[src/rtl/clkdiv_mon_pkg.sv]
`default_nettype none
// ============================================================================
// Module   : clkdiv_mon_pkg
// Purpose  : Shared types and helpers for the clock-divider phase monitor.
//            Holds the monitor state encoding, the 3-bit phase word type and
//            the expected-next-phase function.
// Revision : 1.0 - initial release
// ============================================================================
package clkdiv_mon_pkg;

    typedef enum logic [1:0] {
        IDLE    = 2'd0,
        ACQUIRE = 2'd1,
        LOCKED  = 2'd2
    } state_e;

    // Phase word layout: {DIV8, DIV4, DIV2}
    typedef logic [2:0] phase_t;

    // Sample-valid count at which a prev/cur comparison is meaningful
    localparam logic [1:0] VLD_FULL = 2'd2;

    // Expected phase one source-clock edge after 'phase'.
    // dir = 1: ripple divider counts down; dir = 0: counts up. Wraps mod 8.
    function automatic phase_t next_phase(input phase_t phase, input logic dir);
        phase_t nxt;
        if (dir) begin
            nxt = phase - 3'd1;
        end else begin
            nxt = phase + 3'd1;
        end
        return nxt;
    endfunction

endpackage : clkdiv_mon_pkg
`default_nettype wire

[src/rtl/clkdiv_phase_sampler.sv]
`default_nettype none
// ============================================================================
// Module   : clkdiv_phase_sampler
// Purpose  : Registers the divided-clock phase word on each enabled source
//            clock edge and keeps the previous sample so the parent can check
//            the step between them.
// Ports    : clk       - source clock
//            rst_n     - asynchronous active-low reset
//            en_n      - active-low sample enable (high clears valid count)
//            sample    - raw phase word {DIV8, DIV4, DIV2}
//            cur       - most recent registered sample
//            prev      - sample registered one enabled edge before cur
//            cmp_valid - both cur and prev hold real samples
// Revision : 1.0 - initial release
// ============================================================================
module clkdiv_phase_sampler
    import clkdiv_mon_pkg::*;
(
    input  logic   clk,
    input  logic   rst_n,
    input  logic   en_n,
    input  phase_t sample,
    output phase_t cur,
    output phase_t prev,
    output logic   cmp_valid
);

    phase_t     cur_q,  cur_d;
    phase_t     prev_q, prev_d;
    logic [1:0] vld_q,  vld_d;

    always_comb begin
        cur_d  = cur_q;
        prev_d = prev_q;
        vld_d  = vld_q;
        if (!en_n) begin
            cur_d  = sample;
            prev_d = cur_q;
            if (vld_q != VLD_FULL) begin
                vld_d = vld_q + 2'd1;
            end
        end else begin
            // Disabled: phase history is stale, so force a fresh two-sample
            // fill before the next comparison.
            vld_d = 2'd0;
        end
    end

    always_ff @(posedge clk or negedge rst_n) begin
        if (!rst_n) begin
            cur_q  <= 3'd0;
            prev_q <= 3'd0;
            vld_q  <= 2'd0;
        end else begin
            cur_q  <= cur_d;
            prev_q <= prev_d;
            vld_q  <= vld_d;
        end
    end

    assign cur       = cur_q;
    assign prev      = prev_q;
    assign cmp_valid = (vld_q == VLD_FULL);

endmodule : clkdiv_phase_sampler
`default_nettype wire

[src/rtl/clkdiv_monitor.sv]
`default_nettype none
// ============================================================================
// Module   : clkdiv_monitor
// Purpose  : Receive-side checker for /2, /4, /8 ripple divider outputs.
//            Verifies the sampled phase word moves exactly one step per
//            source clock edge, tracks lock, counts phase errors and flags
//            the /8 frame boundary.
// Ports    : CLK       - source clock driving the divider
//            MR_       - asynchronous active-low master reset
//            EN_       - active-low synchronous monitor enable
//            DIV2/4/8  - divider outputs, phase bits 0/1/2
//            CLR_ERR   - synchronous clear of ERR_CNT
//            PHASE     - last sampled phase word {DIV8, DIV4, DIV2}
//            LOCK      - high while locked
//            ERR_PULSE - one-cycle pulse per bad step seen while locked
//            ERR_CNT   - saturating count of ERR_PULSE events
//            SYNC8     - one-cycle pulse when locked phase reaches 3'b000
// Revision : 1.0 - initial release
// ============================================================================
module clkdiv_monitor
    import clkdiv_mon_pkg::*;
#(
    parameter bit          DIR      = 1'b1,
    parameter int unsigned LOCK_CNT = 4,
    parameter int unsigned ERR_W    = 8
) (
    input  logic             CLK,
    input  logic             MR_,
    input  logic             EN_,
    input  logic             DIV2,
    input  logic             DIV4,
    input  logic             DIV8,
    input  logic             CLR_ERR,
    output logic [2:0]       PHASE,
    output logic             LOCK,
    output logic             ERR_PULSE,
    output logic [ERR_W-1:0] ERR_CNT,
    output logic             SYNC8
);

    localparam logic [3:0]       LOCK_TGT = 4'(LOCK_CNT);
    localparam logic [ERR_W-1:0] ERR_MAX  = '1;

    phase_t w_cur;
    phase_t w_prev;
    logic   w_cmp_valid;
    logic   w_good;
    logic   w_bad;
    logic [3:0] w_gc_inc;

    state_e           state_q,     state_d;
    logic [3:0]       gc_q,        gc_d;
    logic [ERR_W-1:0] err_cnt_q,   err_cnt_d;
    logic             err_pulse_q, err_pulse_d;
    logic             sync8_q,     sync8_d;
    logic             lock_q,      lock_d;

    clkdiv_phase_sampler u_sampler (
        .clk       (CLK),
        .rst_n     (MR_),
        .en_n      (EN_),
        .sample    ({DIV8, DIV4, DIV2}),
        .cur       (w_cur),
        .prev      (w_prev),
        .cmp_valid (w_cmp_valid)
    );

    assign w_good   = w_cmp_valid && (w_cur == next_phase(w_prev, DIR));
    assign w_bad    = w_cmp_valid && !w_good;
    assign w_gc_inc = gc_q + 4'd1;

    always_comb begin
        state_d     = state_q;
        gc_d        = gc_q;
        err_cnt_d   = err_cnt_q;
        err_pulse_d = 1'b0;
        sync8_d     = 1'b0;

        if (EN_) begin
            state_d = IDLE;
            gc_d    = 4'd0;
        end else begin
            case (state_q)
                IDLE: begin
                    state_d = ACQUIRE;
                    gc_d    = 4'd0;
                end
                ACQUIRE: begin
                    // Misses while acquiring only restart the run; they are
                    // not counted as errors.
                    if (w_good) begin
                        gc_d = w_gc_inc;
                        if (w_gc_inc == LOCK_TGT) begin
                            state_d = LOCKED;
                        end
                    end else if (w_bad) begin
                        gc_d = 4'd0;
                    end
                end
                LOCKED: begin
                    if (w_bad) begin
                        err_pulse_d = 1'b1;
                        gc_d        = 4'd0;
                        state_d     = ACQUIRE;
                        if (err_cnt_q != ERR_MAX) begin
                            err_cnt_d = err_cnt_q + ERR_W'(1);
                        end
                    end else if (w_good && (w_cur == 3'd0)) begin
                        sync8_d = 1'b1;
                    end
                end
                default: begin
                    state_d = IDLE;
                    gc_d    = 4'd0;
                end
            endcase
        end

        // Clear wins over a same-edge increment; the pulse is unaffected.
        if (CLR_ERR) begin
            err_cnt_d = '0;
        end
    end

    assign lock_d = (state_d == LOCKED);

    always_ff @(posedge CLK or negedge MR_) begin
        if (!MR_) begin
            state_q     <= IDLE;
            gc_q        <= 4'd0;
            err_cnt_q   <= '0;
            err_pulse_q <= 1'b0;
            sync8_q     <= 1'b0;
            lock_q      <= 1'b0;
        end else begin
            state_q     <= state_d;
            gc_q        <= gc_d;
            err_cnt_q   <= err_cnt_d;
            err_pulse_q <= err_pulse_d;
            sync8_q     <= sync8_d;
            lock_q      <= lock_d;
        end
    end

    assign PHASE     = w_cur;
    assign LOCK      = lock_q;
    assign ERR_PULSE = err_pulse_q;
    assign ERR_CNT   = err_cnt_q;
    assign SYNC8     = sync8_q;

endmodule : clkdiv_monitor
`default_nettype wire

[config.mk]
export PLATFORM = sky130hd
export DESIGN_NAME = clkdiv_monitor
export DESIGN_NICKNAME = d
export VERILOG_FILES = /design/src/rtl/clkdiv_mon_pkg.sv /design/src/rtl/clkdiv_phase_sampler.sv /design/src/rtl/clkdiv_monitor.sv
export SDC_FILE = /design/constraint.sdc
export NUM_CORES = 1
export LEC_CHECK = 0
export ABC_AREA = 1
export BUFFER_PORTS_ARGS = -buffer_cell sky130_fd_sc_hd__buf_2
export CORE_ASPECT_RATIO = 0.5
export CORE_MARGIN = 3
export CORE_UTILIZATION = 39
export CTS_CLUSTER_DIAMETER = 200
export CTS_CLUSTER_SIZE = 25
export DETAILED_ROUTE_END_ITERATION = 16
export GPL_TIMING_DRIVEN = 0
export PLACE_DENSITY = 0.68
export SLEW_MARGIN = 20
export SYNTH_ARGS = -nofsm -noshare
export SYNTH_HDL_FRONTEND = slang
export SYNTH_SLANG_ARGS = --single-unit
[constraint.sdc]
create_clock -name CLK -period 3.9 [get_ports CLK]
set_input_delay 0.195 -clock CLK [delete_from_list [all_inputs] [get_ports CLK]]
set_output_delay 0.195 -clock CLK [all_outputs]
set_load 0.005 [all_outputs]
==> results of run 1 <==
cell type report:
cell class	count	area [um2]
Buffer	1	5.00
Clock buffer	3	41.3
Clock inverter	1	7.51
Fill cell	312	1600
Inverter	30	113
Multi-Input combinational cell	120	684
Sequential cell	25	626
Tap cell	48	60.1
Timing Repair Buffer	20	105
synthesized netlist by cell type, drive strengths merged:
master and count:
inv 30, o22ai 1, o31ai 2, xor2 5, nor2 12, o21ai 17
a21oi 6, nand4 3, nor4 1, a31oi 1, buf 1, nand2 46
dfrtp 25, ha 8, xnor2 1, nand3 14, a211oi 1, nor3 1
o21bai 1
worst paths after layout:
| kind | cells past startpoint | to | slack, ns | startpoint |
|---|---|---|---|---|
| worst max-delay path | 13 | state_q[0] | 2.17 | u_sampler.prev[0] |
| worst min-delay path | 3 | u_sampler.cur[1] | 0.12 | DIV4 |
| worst max register to register | 13 | state_q[0] | 2.17 | u_sampler.prev[0] |
| worst min register to register | 1 | u_sampler.vld_q[0] | 0.47 | u_sampler.vld_q[0] |
| max in group asynchronous | 2 | ERR_CNT[0] | 3.10 | MR_ |
| min in group asynchronous | 2 | ERR_CNT[2] | 0.43 | MR_ |
where the power goes:
part,internal [mW],total (mW),switching (mW)
combinational,0.0408,0.118,0.0777
clock,0.0725,0.159,0.0865
sequential,0.276,0.288,0.0123
total,0.389,0.566,0.176
kinds of logic (layout without fill, tap and decap cells):
logic type      count (synthesis)  after routing
flops                          25             25
simple gates                   77             77
buf+inv                        31             55
fa+ha+maj                       8              8
xor+xnor                        6              6
compound gates                 29             29
critical path: cells and delay by family, from the launching register on:
kind                     cells  cell delay, ns
AND/OR/NAND/NOR              8            0.77
adder cells (fa/ha/maj)      1            0.28
buffers and inverters        3            0.13
flip-flops                   1            0.39
AO/OA/AOI/OAI                1            0.07
routing by layer:
metal	up-vias	GRT usage, %
met4	0	3.75
met1	529	17.2
li1	612	-
met3	4	3.54
met5	-	0
met2	13	23.5
registers in the layout (all words and copies together) (netlist names):
register and count:
u_sampler.cur 3, u_sampler.prev 3, ERR_PULSE 1, ERR_CNT 8
state_q 2, LOCK 1, SYNC8 1, gc_q 4
u_sampler.vld_q 2
repair_timing:
action	CTS	global route
buffers inserted	0	0
endpoints found under the setup margin	0	0
hold buffers	1	0
endpoints found under the hold margin	25	0
==> run summary, run 1 <==
Outcome: complete, no violations
Area of all placed cells without fillers: 1640 um2
Crit path largest cell delay: 0.39 ns
Port Buf Inserts: 19
TritonCTS clock tree: done
Critical path type: register to register
Number of register bits inferred by synthesis: 25
Place WS: 2.19 ns
Number of max-cap violations: 0
Final setup vio count: 0
Highest metal used: met4
Per-instance average area after synthesis: 8.11 um2
Clock latency on the worst-skew pair: 0.27 ns
Wire length of the first global-routing pass: 4.99 mm
Residual DRC count: 0
Max IR drop VDD: 0.153 mV
# diodes: 0
Via count of the routed design: 1158
Final Skew: 0.00925 ns
Detailed-routing iteration count for the pre-antenna-repair pass: 4
Synth Area in Compound Gates: 11.0%
Smallest setup slack after layout: 2.17 ns
Total negative slack: 0 ns
Max Fclk: 0.579 GHz
Most frequent cells in the layout: nand2_1 (39), dfrtp_1 (25), inv_1 (25)
Worst setup EP type: register
Portion of synthesized cell area occupied by the leading cell type: 43.8%
Leakage power of the design: 0.858 nW
DPL Wire Length: 2.09 mm
Post-detailed-route count of antenna-violating nets: 0
Top-level port count: 21
Starting Density: 44.1%
Overall die height: 48.8 um
WL final: 2.74 mm
Met3 routed wirelength: 102 um
Met2 Routed Length: 1.31 mm
Largest family of logic cells by synthesized area: simple AND/OR/NAND/NOR gates
Relative slew slack: 62.5%
Last weighted congestion value of the routability-driven placer: 0.845
Crit-path cells: inv_2 -> ha_1 -> inv_1 -> nand2_1 -> nand2_1 -> nor2_4 -> nand3_1 -> nand2_1 -> o21ai_1 -> nand2_1 -> nand3_1 -> nand2_1 -> inv_1
Actual transition at the worst max-transition pin: 0.563 ns
Final Net Count: 216
Count of non-filler cells in the finished layout: 248
Inst Count DP: 243
Share of synthesized area spent on multiplexers: 0%
DP Area: 1580 um2
Power Total: 566 uW
Synth Area in Simple Gates: 26.2%
Die Outline Area: 4470 um2
Std-Cell Core Area: 3240 um2
Netlist Area Pre-Place: 1430 um2
Mean routed wirelength per cell: 11.1 um
Cell at the root of the clock tree: clkbuf_8
Fraction of the mapped netlist area in adder cells: 7.01%
Slew Viols, Final: 0
Critical Path Slowest Stage Cell: dfrtp_1
Crit start category: register
Pin count of the biggest net entering global routing: 26
Layout overhead on the synthesized area: 15.0%
Clock transition at path regs: 0.10 ns
Final critical path time including I/O delays and setup: 1.73 ns
Critical Path Fanout Max: 6
Most frequent standard cell in the layout excluding fill and tap cells: nand2_1
Most frequent CP cell: nand2_1
Synth warnings: 0
Detailed-routing wirelength on met1: 1.31 mm
CTS HTree Levels: 1
Congestion Overflow GR: 0
Number of buffers on the longest clock path: 2
Dominant cells by area after synthesis: dfrtp_1 (44%), nand2_1 (10%), ha_1 (7.0%)
Overall Global Routing Usage: 13.7%
Number of rows created at floorplan: 14
# clock sinks: 25
Signal arrival time at the worst endpoint: 1.90 ns
Number of distinct library cells after synthesis: 25
Sequential share of the synthesized area: 43.8%
Final core occ: 50.7%
Area share of xor/xnor cells in the synthesized design: 3.68%
Number of hold-slack violations in the final timing report: 0
Number of global-route vias before repair: 1129
Antenna violations before repair: 0
Average via count per standard cell: 4.67
Power density over cell area: 345 nW/um2
TritonCTS Buffers: 3
Detailed router's first-iteration violation count: 53
Final worst hold slack: 0.125 ns
Fraction of final layout cells with drive strength greater than 1: 19.0%
Synth Net Count: 191
Die extent in x: 91.6 um
Post-synth top area cell: dfrtp_1
Worst min path class: primary input to register
Post-cts gate resize count: 0
Data required time of the worst path: 4.07 ns
Synth Instances: 176
Crit share post-route: 44.3%
Setup repair after global routing missed its margin: no
(Power assumes the default switching activity.)
==> inputs of run 2 (changes only) <==
--- a/config.mk
+++ b/config.mk
@@ -14,7 +14,7 @@
 export CTS_CLUSTER_SIZE = 25
 export DETAILED_ROUTE_END_ITERATION = 16
 export GPL_TIMING_DRIVEN = 0
-export PLACE_DENSITY = 0.68
+export PLACE_DENSITY = 0.7
 export SLEW_MARGIN = 20
 export SYNTH_ARGS = -nofsm -noshare
 export SYNTH_HDL_FRONTEND = slang
==> constraint.sdc (replaced) <==
create_clock -name CLK -period 1.45 [get_ports CLK]
set_input_delay 0.0725 -clock CLK [delete_from_list [all_inputs] [get_ports CLK]]
set_output_delay 0.0725 -clock CLK [all_outputs]
set_load 0.005 [all_outputs]
==> run 2 against run 1 <==
  * The flow now finishes with violations (setup timing)
  * Critical path depth down 1
  * First-iteration DRC count is 17% lower
  * Combinational power rose to 3.4 times the previous value
  * Clock skew shrank 0.0048 ns
  * Worst hold slack worse by 0.12 ns
  * Total power grew to 2.8 times the previous value
  * Sequential cell count is the same
  * Die area did not move
  * Final cell count is 3.2% higher
  * Critical endpoint is now ERR_CNT[2]
  * Largest power group unchanged
==> run summary, run 2 (synthesis results as in run 1) <==
Critical Path Slowest Stage Cell: dfrtp_1
Inst Count DP: 243
WL final: 3.08 mm
Crit start category: register
Crit share post-route: 117%
Detailed router's first-iteration violation count: 44
Final Skew: 0.00449 ns
Residual DRC count: 0
Final critical path time including I/O delays and setup: 1.70 ns
Post-detailed-route count of antenna-violating nets: 0
Max IR drop VDD: 0.339 mV
TritonCTS clock tree: done
# diodes: 0
Number of buffers on the longest clock path: 2
DPL Wire Length: 2.14 mm
Number of rows created at floorplan: 14
Final Net Count: 224
Die extent in x: 91.6 um
Fill cell total of the finished layout: 298
Max FFs per register: 8
Crit-path cells: inv_2 -> ha_4 -> inv_2 -> nand2_2 -> nand2_2 -> nor2_4 -> nand2_2 -> nand2_4 -> nor2_8 -> buf_6 -> a31oi_4 -> nor2_1
Met1 global-route usage: 19.2%
Critical Path Fanout Max: 4
Met2 usage: 23.9%
Outcome: finished, violations left
Clock transition at path regs: 0.09 ns
Via count of the routed design: 1247
Std-Cell Core Area: 3240 um2
Slew Viols, Final: 0
Fraction of final layout cells with drive strength greater than 1: 34.6%
Overall die height: 48.8 um
Hold endpoint: u_sampler.cur[0]
Mean routed wirelength per cell: 12.0 um
Setup repair after global routing missed its margin: yes
Final worst hold slack: 0.00198 ns
Leakage power of the design: 0.921 nW
Smallest setup slack after layout: -0.246 ns
Signal arrival time at the worst endpoint: 1.86 ns
TritonCTS Buffers: 3
Number of global-route vias before repair: 1225
Place WS: -0.240 ns
Register-to-register path setup slack: -0.25 ns
Crit path largest cell delay: 0.38 ns
Top delay family on crit path: simple AND/OR/NAND/NOR gates
Cell at the root of the clock tree: clkbuf_8
Relative slew slack: 62.5%
Antenna violations before repair: 0
Final setup vio count: 16
Overall Global Routing Usage: 14.8%
Layout overhead on the synthesized area: 29.9%
Number of max-cap violations: 0
Starting Density: 44.1%
Hold_sp: DIV2
Max Fclk: 0.589 GHz
# clock sinks: 25
Average via count per standard cell: 4.87
Busiest metal layer after global routing: met2
Global Route met3 Usage: 3.85%
Cell count of the worst reg-to-reg path: 12
CTS HTree Levels: 1
Congestion Overflow GR: 0
Critical path type: register to register
Port Buf Inserts: 19
Wire length of the first global-routing pass: 5.38 mm
Actual transition at the worst max-transition pin: 0.562 ns
Detailed-routing iteration count for the pre-antenna-repair pass: 4
Data required time of the worst path: 1.61 ns
Number of hold-slack violations in the final timing report: 0
Worst setup EP type: register
Count of non-filler cells in the finished layout: 256
Worst hold stages: 3
Multi-input combinational cell area: 821 um2
Count of buffering cells on the critical path with inverters included: 3
Reg-to-reg critical path startpoint: u_sampler.prev[0]
Last weighted congestion value of the routability-driven placer: 0.826
Clock latency on the worst-skew pair: 0.27 ns
Most frequent cells in the layout: nand2_1 (31), dfrtp_1 (25), inv_1 (21)
Power density over cell area: 864 nW/um2
Worst min path class: primary input to register
Die Outline Area: 4470 um2
Most frequent CP cell: nand2_2
Top-level port count: 21
Pin count of the biggest net entering global routing: 26
FF/Latch Area: 626 um2
Crit path from: u_sampler.prev[0]
Violations in the final reports: setup timing
RR Endpoint: ERR_CNT[2]
Most frequent standard cell in the layout excluding fill and tap cells: nand2_1
run 2: cell count changes in the layout (fill, tap and decap cells not counted), moves of 3 or more:
cell | previous run | this run
nand2_1 | 39 | 31
nand2_2 | 4 | 11
buf_4 | 0 | 5
nand3_1 | 14 | 9
inv_1 | 25 | 21
inv_2 | 5 | 9
nand3_2 | 0 | 4
a21oi_1 | 6 | 3
a21oi_2 | 0 | 3
run 2: per-layer routing:
layer / vias to the layer above / wire [um]
met2: 24 / 1470
met3: 2 / 104
met1: 587 / 1480
met5: - / 0
li1: 634 / -
met4: 0 / 27
run 2: per-stage QoR:
stage	TNS (ns)	total power [mW]	util [%]	cell area [um2]
2_1_floorplan	-0.708	1.05	-	1460
3_3_place_gp	-2.28	1.12	49.8	1610
3_5_place_dp	-2.82	1.14	49.8	1610
4_1_cts	-2.09	1.58	53.3	1730
5_1_grt	-4.68	1.71	57.2	1850
6_report	-2.95	1.60	57.2	1850
run 2: how the worst max path moves through the flow:
| stage | depth (start not counted) | slack, ns | endpoint |
|---|---|---|---|
| 2_1_floorplan | 13 | -0.08 | ERR_CNT[0] |
| 3_3_place_gp | 12 | -0.21 | LOCK |
| 3_5_place_dp | 12 | -0.24 | ERR_CNT[4] |
| 4_1_cts | 13 | -0.18 | ERR_CNT[6] |
| 5_1_grt | 12 | -0.34 | ERR_CNT[2] |
| 6_report | 12 | -0.25 | ERR_CNT[2] |
run 2: worst min-delay path, stage by stage:
cell	delay, ns
buf_2	0.07
nand2_1	0.04
o21ai_0	0.06
run 2: power breakdown:
| part | switching, mW | leakage [nW] | total, mW | internal, mW |
|---|---|---|---|---|
| combinational | 0.261 | 0.563 | 0.407 | 0.146 |
| clock | 0.224 | 0.0255 | 0.416 | 0.192 |
| sequential | 0.0369 | 0.333 | 0.779 | 0.742 |
| total | 0.522 | 0.921 | 1.60 | 1.08 |
run 2: what timing repair did:
| action | CTS | global route |
|---|---|---|
| hold buffers | 2 | 0 |
| gates resized for setup | 9 | 17 |
| hold endpoints to repair | 26 | 0 |
| endpoints found under the setup margin | 15 | 16 |
| buffers inserted | 3 | 4 |
| pin swaps | 10 | 10 |
run 2: cell type report:
class                           instances  area share (%)
Tap cell                               48            3.24
Multi-Input combinational cell        120            44.3
Timing Repair Buffer                   28            9.92
Clock inverter                          1           0.270
Clock buffer                            3            2.23
Sequential cell                        25            33.7
Inverter                               30            6.07
Buffer                                  1           0.270
